===== config.mk =====
export PLATFORM = sky130hd
export DESIGN_NAME = dread
export DESIGN_NICKNAME = d
export VERILOG_FILES = /design/src/rtl/dread.sv
export SDC_FILE = /design/constraint.sdc
export NUM_CORES = 1
export LEC_CHECK = 0
export ABC_AREA = 1
export BUFFER_PORTS_ARGS = -buffer_cell sky130_fd_sc_hd__buf_4
export CORE_MARGIN = 4
export CORE_UTILIZATION = 40
export DETAILED_ROUTE_END_ITERATION = 12
export GPL_ROUTABILITY_DRIVEN = 1
export GPL_TIMING_DRIVEN = 0
export PLACE_DENSITY_LB_ADDON = 0.12
export REMOVE_ABC_BUFFERS = 1
export SLEW_MARGIN = 25
export SYNTH_ARGS = -nofsm -noshare
export SYNTH_HDL_FRONTEND = slang
export SYNTH_SLANG_ARGS = --single-unit

===== constraint.sdc =====
create_clock -name sdram_clk -period 5.1 [get_ports sdram_clk]
set_input_delay 0.255 -clock sdram_clk [delete_from_list [all_inputs] [get_ports sdram_clk]]
set_output_delay 0.255 -clock sdram_clk [all_outputs]
set_load 0.03 [all_outputs]

===== src/rtl/dread.sv =====
// SDRAM readback engine: issues word reads, tracks in-flight returns and forwards data to the host FIFO.
// Optional abort input enabled by defining DREAD_ABORT_EN.
module dread #(
    parameter int unsigned MAX_OUTSTANDING = 8
) (
    input  logic        sdram_clk,
    input  logic        sdram_rst,
    input  logic        rd_start,
    input  logic [31:0] rd_start_addr,
    input  logic [31:0] rd_depth,
    input  logic [31:0] sample_last_cnt,
`ifdef DREAD_ABORT_EN
    input  logic        rd_abort,
`endif
    output logic        rd_req,
    output logic [31:0] rd_addr,
    input  logic        rd_valid,
    input  logic        rd_data_valid,
    input  logic [15:0] rd_data,
    output logic [15:0] rfifo_din,
    output logic        rfifo_wr_en,
    input  logic        rfifo_prog_full,
    output logic        rd_busy,
    output logic        rd_done,
    output logic        rd_err
);

    localparam logic [3:0] MAX_OUT_C = 4'(MAX_OUTSTANDING);

    typedef enum logic [1:0] {
        ST_IDLE  = 2'd0,
        ST_REQ   = 2'd1,
        ST_DRAIN = 2'd2,
        ST_DONE  = 2'd3
    } state_t;

    state_t      state_r;
    state_t      state_nx_s;
    logic [31:0] remaining_r;
    logic [31:0] remaining_nx_s;
    logic [31:0] addr_nx_s;
    logic [3:0]  outstanding_r;
    logic [3:0]  outstanding_nx_s;
    logic        start_acc_s;
    logic        accept_s;
    logic        abort_s;
    logic        spurious_s;
    logic        wrap_s;
    logic        req_nx_s;

`ifdef DREAD_ABORT_EN
    assign abort_s = rd_abort & (state_r == ST_REQ);
`else
    assign abort_s = 1'b0;
`endif

    assign start_acc_s = rd_start & (state_r == ST_IDLE);
    assign accept_s    = rd_req & rd_valid;
    assign spurious_s  = rd_data_valid & (outstanding_r == 4'd0);
    assign wrap_s      = ({2'b00, rd_addr[31:2]} == sample_last_cnt);

    // Next-state selection for the readback sequencer
    always_comb begin
        state_nx_s = state_r;
        case (state_r)
            ST_IDLE: begin
                if (rd_start) begin
                    state_nx_s = (rd_depth == 32'd0) ? ST_DONE : ST_REQ;
                end else begin
                    state_nx_s = ST_IDLE;
                end
            end
            ST_REQ: begin
                if (abort_s) begin
                    state_nx_s = ST_DRAIN;
                end else if (accept_s && (remaining_r == 32'd1)) begin
                    state_nx_s = ST_DRAIN;
                end else begin
                    state_nx_s = ST_REQ;
                end
            end
            ST_DRAIN: begin
                // A return landing this cycle still has to be forwarded before completion
                if ((outstanding_r == 4'd0) && !rd_data_valid) begin
                    state_nx_s = ST_DONE;
                end else begin
                    state_nx_s = ST_DRAIN;
                end
            end
            ST_DONE: state_nx_s = ST_IDLE;
            default: state_nx_s = ST_IDLE;
        endcase
    end

    // Next values of the address, remaining and in-flight counters
    always_comb begin
        remaining_nx_s   = remaining_r;
        addr_nx_s        = rd_addr;
        outstanding_nx_s = outstanding_r;

        if (start_acc_s) begin
            remaining_nx_s = rd_depth;
            addr_nx_s      = rd_start_addr & 32'hFFFF_FFFC;
        end else if (abort_s) begin
            remaining_nx_s = 32'd0;
            addr_nx_s      = accept_s ? (wrap_s ? 32'd0 : rd_addr + 32'd4) : rd_addr;
        end else if (accept_s) begin
            remaining_nx_s = (remaining_r != 32'd0) ? remaining_r - 32'd1 : 32'd0;
            addr_nx_s      = wrap_s ? 32'd0 : rd_addr + 32'd4;
        end else begin
            remaining_nx_s = remaining_r;
            addr_nx_s      = rd_addr;
        end

        case ({accept_s, rd_data_valid})
            2'b10:   outstanding_nx_s = outstanding_r + 4'd1;
            2'b01:   outstanding_nx_s = (outstanding_r == 4'd0) ? 4'd0 : outstanding_r - 4'd1;
            default: outstanding_nx_s = outstanding_r;
        endcase

        req_nx_s = (state_nx_s == ST_REQ) & ~rfifo_prog_full & (outstanding_nx_s < MAX_OUT_C);
    end

    // Sequencer state and counters
    always_ff @(posedge sdram_clk or posedge sdram_rst) begin
        if (sdram_rst) begin
            state_r       <= ST_IDLE;
            remaining_r   <= 32'd0;
            outstanding_r <= 4'd0;
            rd_addr       <= 32'd0;
        end else begin
            state_r       <= state_nx_s;
            remaining_r   <= remaining_nx_s;
            outstanding_r <= outstanding_nx_s;
            rd_addr       <= addr_nx_s;
        end
    end

    // Registered status, request and FIFO-forwarding outputs
    always_ff @(posedge sdram_clk or posedge sdram_rst) begin
        if (sdram_rst) begin
            rd_req      <= 1'b0;
            rd_busy     <= 1'b0;
            rd_done     <= 1'b0;
            rd_err      <= 1'b0;
            rfifo_din   <= 16'd0;
            rfifo_wr_en <= 1'b0;
        end else begin
            rd_req      <= req_nx_s;
            rd_busy     <= (state_nx_s != ST_IDLE);
            rd_done     <= (state_r == ST_DONE);
            rfifo_din   <= rd_data;
            rfifo_wr_en <= rd_data_valid;
            // A stray return wins over a same-cycle start so it is never lost
            if (spurious_s) begin
                rd_err <= 1'b1;
            end else if (start_acc_s) begin
                rd_err <= 1'b0;
            end else begin
                rd_err <= rd_err;
            end
        end
    end

endmodule


==> metrics, run 1 <==
Final setup viols 0; CP max FO 61; Worst R2R End remaining_r[18]; Clock Path Buffers 2; diodes inserted 0; hold path depth 1; Crit. End Element flip-flop; Setup Fix Bufs, Post-CTS 0; hold worst-path end rfifo_wr_en; register area share after synthesis 33.7%; Sinks on Clock Net 89; routability congestion estimate 0.905; H-tree Lvls 3; synthesized area 6610 µm²; DIE AREA 18600 µm²; vias in the first global route 6475; post-route ant nets 0; FF-to-FF path depth 9; commonest cells after routing, fill and taps aside nand2_1, buf_4, inv_1; # IOs 171; Clock Latency Late Sink 360 ps; max cap viols 0; Pwr Total 3.55 mW; flop-to-flop setup slack 2300 ps; Peak Freq 0.357 GHz; CTS tree done; chip width 137 µm; drt drc 0; clk slew on worst S/H paths 70 ps; status completed; Starting Density 41.1%; Hold Startpoint rd_data_valid; RSZ-0062 raised after global routing false; DRT iter0 DRCs 436; grt total ovfl 0; max-slew violations 0; Worst Path Required 5400 ps; Die H 137 µm; Layout area overhead 29.6%; via-per-instance ratio 4.74; top cells by area, synth dfrtp_1, nand2_1, inv_1; leading area contributor after synthesis dfrtp_1; Routed WL per cell 13.7 µm; Final Hold Fails 0; yosys warns 0; Gate Count Post-Synth 1043; skew final 6.77 ps; worst vdd ir 0.000184 V; Root Buffer clkbuf_16; HP Class in -> reg; worst slew pin tran 637 ps; IO Port Bufs 166; CTS Buf Count 9; Rows 46; final WL 19700 µm; WS Path Type reg -> reg; fin crit period 2800 ps; period utilization 55.0%; crit path DAT 3100 ps; commonest non-fill, non-tap cell in the layout nand2_1; largest net degree at the start of global routing 62; share of cells above drive strength 1 19.2%; pwr dens 415 nW/µm²; top cell type's share of synthesized area 33.7%; Tot GR Track Use 21.6%; dpl hpwl 14800 µm; First-pass DRT Iterations 7; Static Leak 4.54 nW; Synth Area per Inst 6.33 µm²; R2R Path Start state_r[0]; #FFs+latches synth 89; final setup TNS 0 ps; core area 16100 µm²; initial antenna violation count 0; normalized max-slew margin 57.6%; first-pass GRT wire length 31800 µm; via count 6812; Startpoint Class flip-flop; Layout Nets 1341; post-synthesis cell type count 37
how the worst max path moves through the flow:
| stage | end | cells after the start | slack, ps | from |
|---|---|---|---|---|
| after floorplan | outstanding_r[0] | 1 | 2540 | sdram_rst |
| after global routing | remaining_r[18] | 9 | 2130 | state_r[0] |
| after global placement | remaining_r[18] | 8 | 1120 | state_r[0] |
| after CTS | remaining_r[18] | 9 | 2280 | state_r[0] |
| final | remaining_r[18] | 9 | 2300 | state_r[0] |
| after detailed placement | remaining_r[18] | 9 | 2310 | state_r[0] |
state kept, by name, summed over array words and instances (netlist names):
signal,count
outstanding_r,4
rd_addr,30
rd_busy,1
rd_done,1
rd_err,1
rd_req,1
remaining_r,32
rfifo_din,16
rfifo_wr_en,1
state_r,2
layout make-up:
cell class              count  area [µm²]
inverters                 171         647
multi-input cells         758        3590
clock inverters             7        76.3
clock buffers               9         225
repair buffers            187        1530
well taps                 216         270
fillers                  1677        7490
flip-flops and latches     89        2230
per-stage QoR:
step	hold WS [ps]	worst slack, ps	cells	utilization (%)	area (µm²)
2_1_floorplan	286	2540	1018	-	6450
3_3_place_gp	364	1120	1400	49.6	7970
3_5_place_dp	267	2310	1404	50.4	8090
4_1_cts	30.7	2280	1437	53.3	8560
5_1_grt	33.1	2130	1437	53.3	8560
6_report	39.4	2300	1437	53.3	8560
what timing repair did:
item | in CTS | in global routing
hold buffers | 17 | 0
setup endpoints to repair | 0 | 0
gates resized for setup | 0 | 0
endpoints found under the hold margin | 47 | 0
cells by family after synthesis:
group                    after synthesis  synth area share, %
AND/OR/NAND/NOR                      618                 40.7
other                                  1               0.0568
AO/OA/AOI/OAI                        103                 8.45
adder cells (fa/ha/maj)                7                 1.33
buffers and inverters                197                 12.1
XOR/XNOR                              28                 3.71
flip-flops                            89                 33.7
where the power goes:
| part | internal [mW] | switching [mW] |
|---|---|---|
| Sequential | 0.924 | 0.290 |
| Combinational | 0.623 | 1.02 |
| Clock | 0.350 | 0.344 |
synthesized netlist by cell type (all sizes together):
cell,instances
a22o,2
nand3,89
xor2,18
o21ai,61
nand4,23
nor2b,1
dfrtp,89
buf,16
nand2,343
and2,1
nand3b,4
o21bai,7
xnor2,10
conb,1
a21oi,23
nor3,5
a22oi,2
clkbuf,10
ha,7
a31oi,2
inv,171
o211ai,1
o22ai,4
a211oi,1
nor2,152
layer usage:
metal	track usage, %	vias up	wire [µm]
li1	-	3578	-
met1	27.8	3040	8650
met2	37.7	172	9700
met3	2.87	22	1030
met4	6.38	0	320
met5	0	-	0
worst max-delay path: stages (launching register included):
cell and delay, ps:
dfrtp_1 440, inv_2 110, nand3_4 480, nand2_4 540, buf_16 310, inv_1 330, nor2_1 220, a21oi_1 80
nand3b_1 150, nand2_1 60
Note: power is estimated with default switching activity, not from simulation.
==> inputs of run 2 (changes only) <==
Clock period 5.1 ns to 2.9 ns, I/O delays scaled along.
==> metrics, run 2 (synthesis gave the netlist of run 1 again) <==
grt total ovfl 0 (unchanged); dpl hpwl 14800 µm (unchanged); max incr delay on CP 490 ps (-50 ps); Rows 46 (unchanged); final WL 19800 µm (+0.45%); Final Hold Fails 0 (unchanged); pwr dens 724 nW/µm² (+75%); routability congestion estimate 0.905 (unchanged); CP max FO 61 (unchanged); max-slew violations 0 (unchanged); max cap viols 0 (unchanged); WP buf/inv 3 (unchanged); vias in the first global route 6522 (+0.73%); HP Class in -> reg; Clock Path Buffers 2 (unchanged); initial antenna violation count 0 (unchanged); Worst Path Required 3200 ps (-2200 ps); CTS Buf Count 9 (unchanged); R2R Path Start state_r[0]; post-route ant nets 0 (unchanged); Starting Density 41.1% (unchanged); Worst R2R End remaining_r[18]; share of cells above drive strength 1 19.1% (-0.11 points); Die H 137 µm (unchanged); core area 16100 µm² (unchanged); Layout Nets 1348 (+0.52%); period utilization 92.8% (+38 points); H-tree Lvls 3 (unchanged); hold path depth 3 (+2); Final setup viols 0 (unchanged); Hold Startpoint rd_depth[10]; commonest cells after routing, fill and taps aside nand2_1, buf_4, inv_1; register area 2230 µm² (unchanged); via count 6859 (+0.69%); # fillers 1665 (-0.72%); First-pass DRT Iterations 5 (-2); crit-path cells inv_2 > nand3_4 > nand2_8 > buf_16 > inv_1 > nor2_1 > a21oi_1 > nand3b_1 > nand2_1; crit path DAT 2990 ps (-110 ps); post-route insts no fill 1444 (+0.49%); Sinks on Clock Net 89 (unchanged); clk slew on worst S/H paths 80 ps (about the same); Biggest register remaining_r; fin crit period 2690 ps (-114 ps); Multi-input gate area 3600 µm² (+0.24%); commonest non-fill, non-tap cell in the layout nand2_1; Tot GR Track Use 21.7% (+0.12 points); drt drc 0 (unchanged); hold worst-path end remaining_r[10]; diodes inserted 0 (unchanged); skew final 7.15 ps (+0.371 ps); max reg flops 32 (unchanged); top flop regs remaining_r (32), rd_addr (30), rfifo_din (16); Static Leak 4.57 nW (+0.68%); Crit-path slowest cell nand3_4; Peak Freq 0.372 GHz (+4.2%); RSZ-0062 raised after global routing false; flop-to-flop setup slack 210 ps (-2090 ps); Clock Latency Late Sink 360 ps (about the same); via-per-instance ratio 4.75 (+0.20%); chip width 137 µm (unchanged); first-pass GRT wire length 32000 µm (+0.65%); largest net degree at the start of global routing 62 (unchanged); placed insts 1404 (unchanged); Startpoint Class flip-flop; Crit. End Element flip-flop; normalized max-slew margin 56.1% (-1.5 points); FF-to-FF path depth 9 (unchanged); Root Buffer clkbuf_16; status completed; DIE AREA 18600 µm² (unchanged); DRT iter0 DRCs 398 (-8.7%); Layout area overhead 30.8%; CTS tree done; Pwr Total 6.26 mW (+76%); Crit path max-delay family simple AND/OR/NAND/NOR gates; worst vdd ir 0.000324 V (+76%); # IOs 171 (unchanged); Routed WL per cell 13.7 µm (about the same); WS Path Type reg -> reg; IO Port Bufs 166 (unchanged); worst slew pin tran 659 ps (+22.1 ps)
==> run 2: cell types whose count changed in the layout (fill, tap and decap cells not counted), sizes merged <==
cell         delta
dlygate4sd3     +7
==> run 2: cell type report <==
class                   instances  share of cell area [%]
clock inverters                 7                   0.883
inverters                     171                    7.48
multi-input cells             758                    41.7
flip-flops and latches         89                    25.8
clock buffers                   9                    2.61
repair buffers                194                    18.5
well taps                     216                    3.13
==> run 2: how the worst max path moves through the flow <==
| stage | startpoint | end | cells after the start |
|---|---|---|---|
| 6_report | state_r[0] | remaining_r[18] | 9 |
| 5_1_grt | state_r[0] | remaining_r[18] | 9 |
| 4_1_cts | state_r[0] | remaining_r[18] | 9 |
| 3_5_place_dp | state_r[0] | remaining_r[18] | 9 |
| 3_3_place_gp | state_r[0] | remaining_r[18] | 8 |
| 2_1_floorplan | state_r[0] | remaining_r[18] | 8 |
==> run 2: worst reg2reg max path, cell delays in order (launching register included) <==
cell and delay, ps:
dfrtp_1 440, inv_2 110, nand3_4 490, nand2_8 450, buf_16 290, inv_1 330, nor2_1 230, a21oi_1 80
nand3b_1 150, nand2_1 60
==> run 2: layer usage <==
layer / track usage (%) / vias up / share of wire, % / wire (µm)
met5: 0 / - / 0 / 0
met2: 37.8 / 172 / 49 / 9740
li1: - / 3594 / - / -
met1: 28.1 / 3074 / 44 / 8710
met3: 2.87 / 19 / 5.2 / 1020
met4: 6.38 / 0 / 1.6 / 323
==> run 2: per-stage QoR <==
stage               hold slack [ps]  setup WS, ps  util (%)  area (µm²)  TNS, ps
detailed placement              157           111      50.4        8090        0
global route                   5.50          38.0      53.8        8640        0
finish                         11.0           209      53.8        8640        0
CTS                            1.67          81.5      53.8        8630        0
floorplan                       176           350         -        6450        0
global placement                254         -1080      49.6        7970  -104870
==> run 2: where the power goes <==
part	internal, mW	total, mW	leakage (nW)	switching [mW]
clock	0.616	1.22	0.149	0.607
sequential	1.63	2.14	1.01	0.511
combinational	1.10	2.90	3.41	1.79
==> run 2: what timing repair did <==
action,4_1_cts,5_1_grt
setup buffers,0,0
hold buffers,24,0
endpoints found under the hold margin,54,0
setup endpoints to repair,0,5
resized for setup,0,1
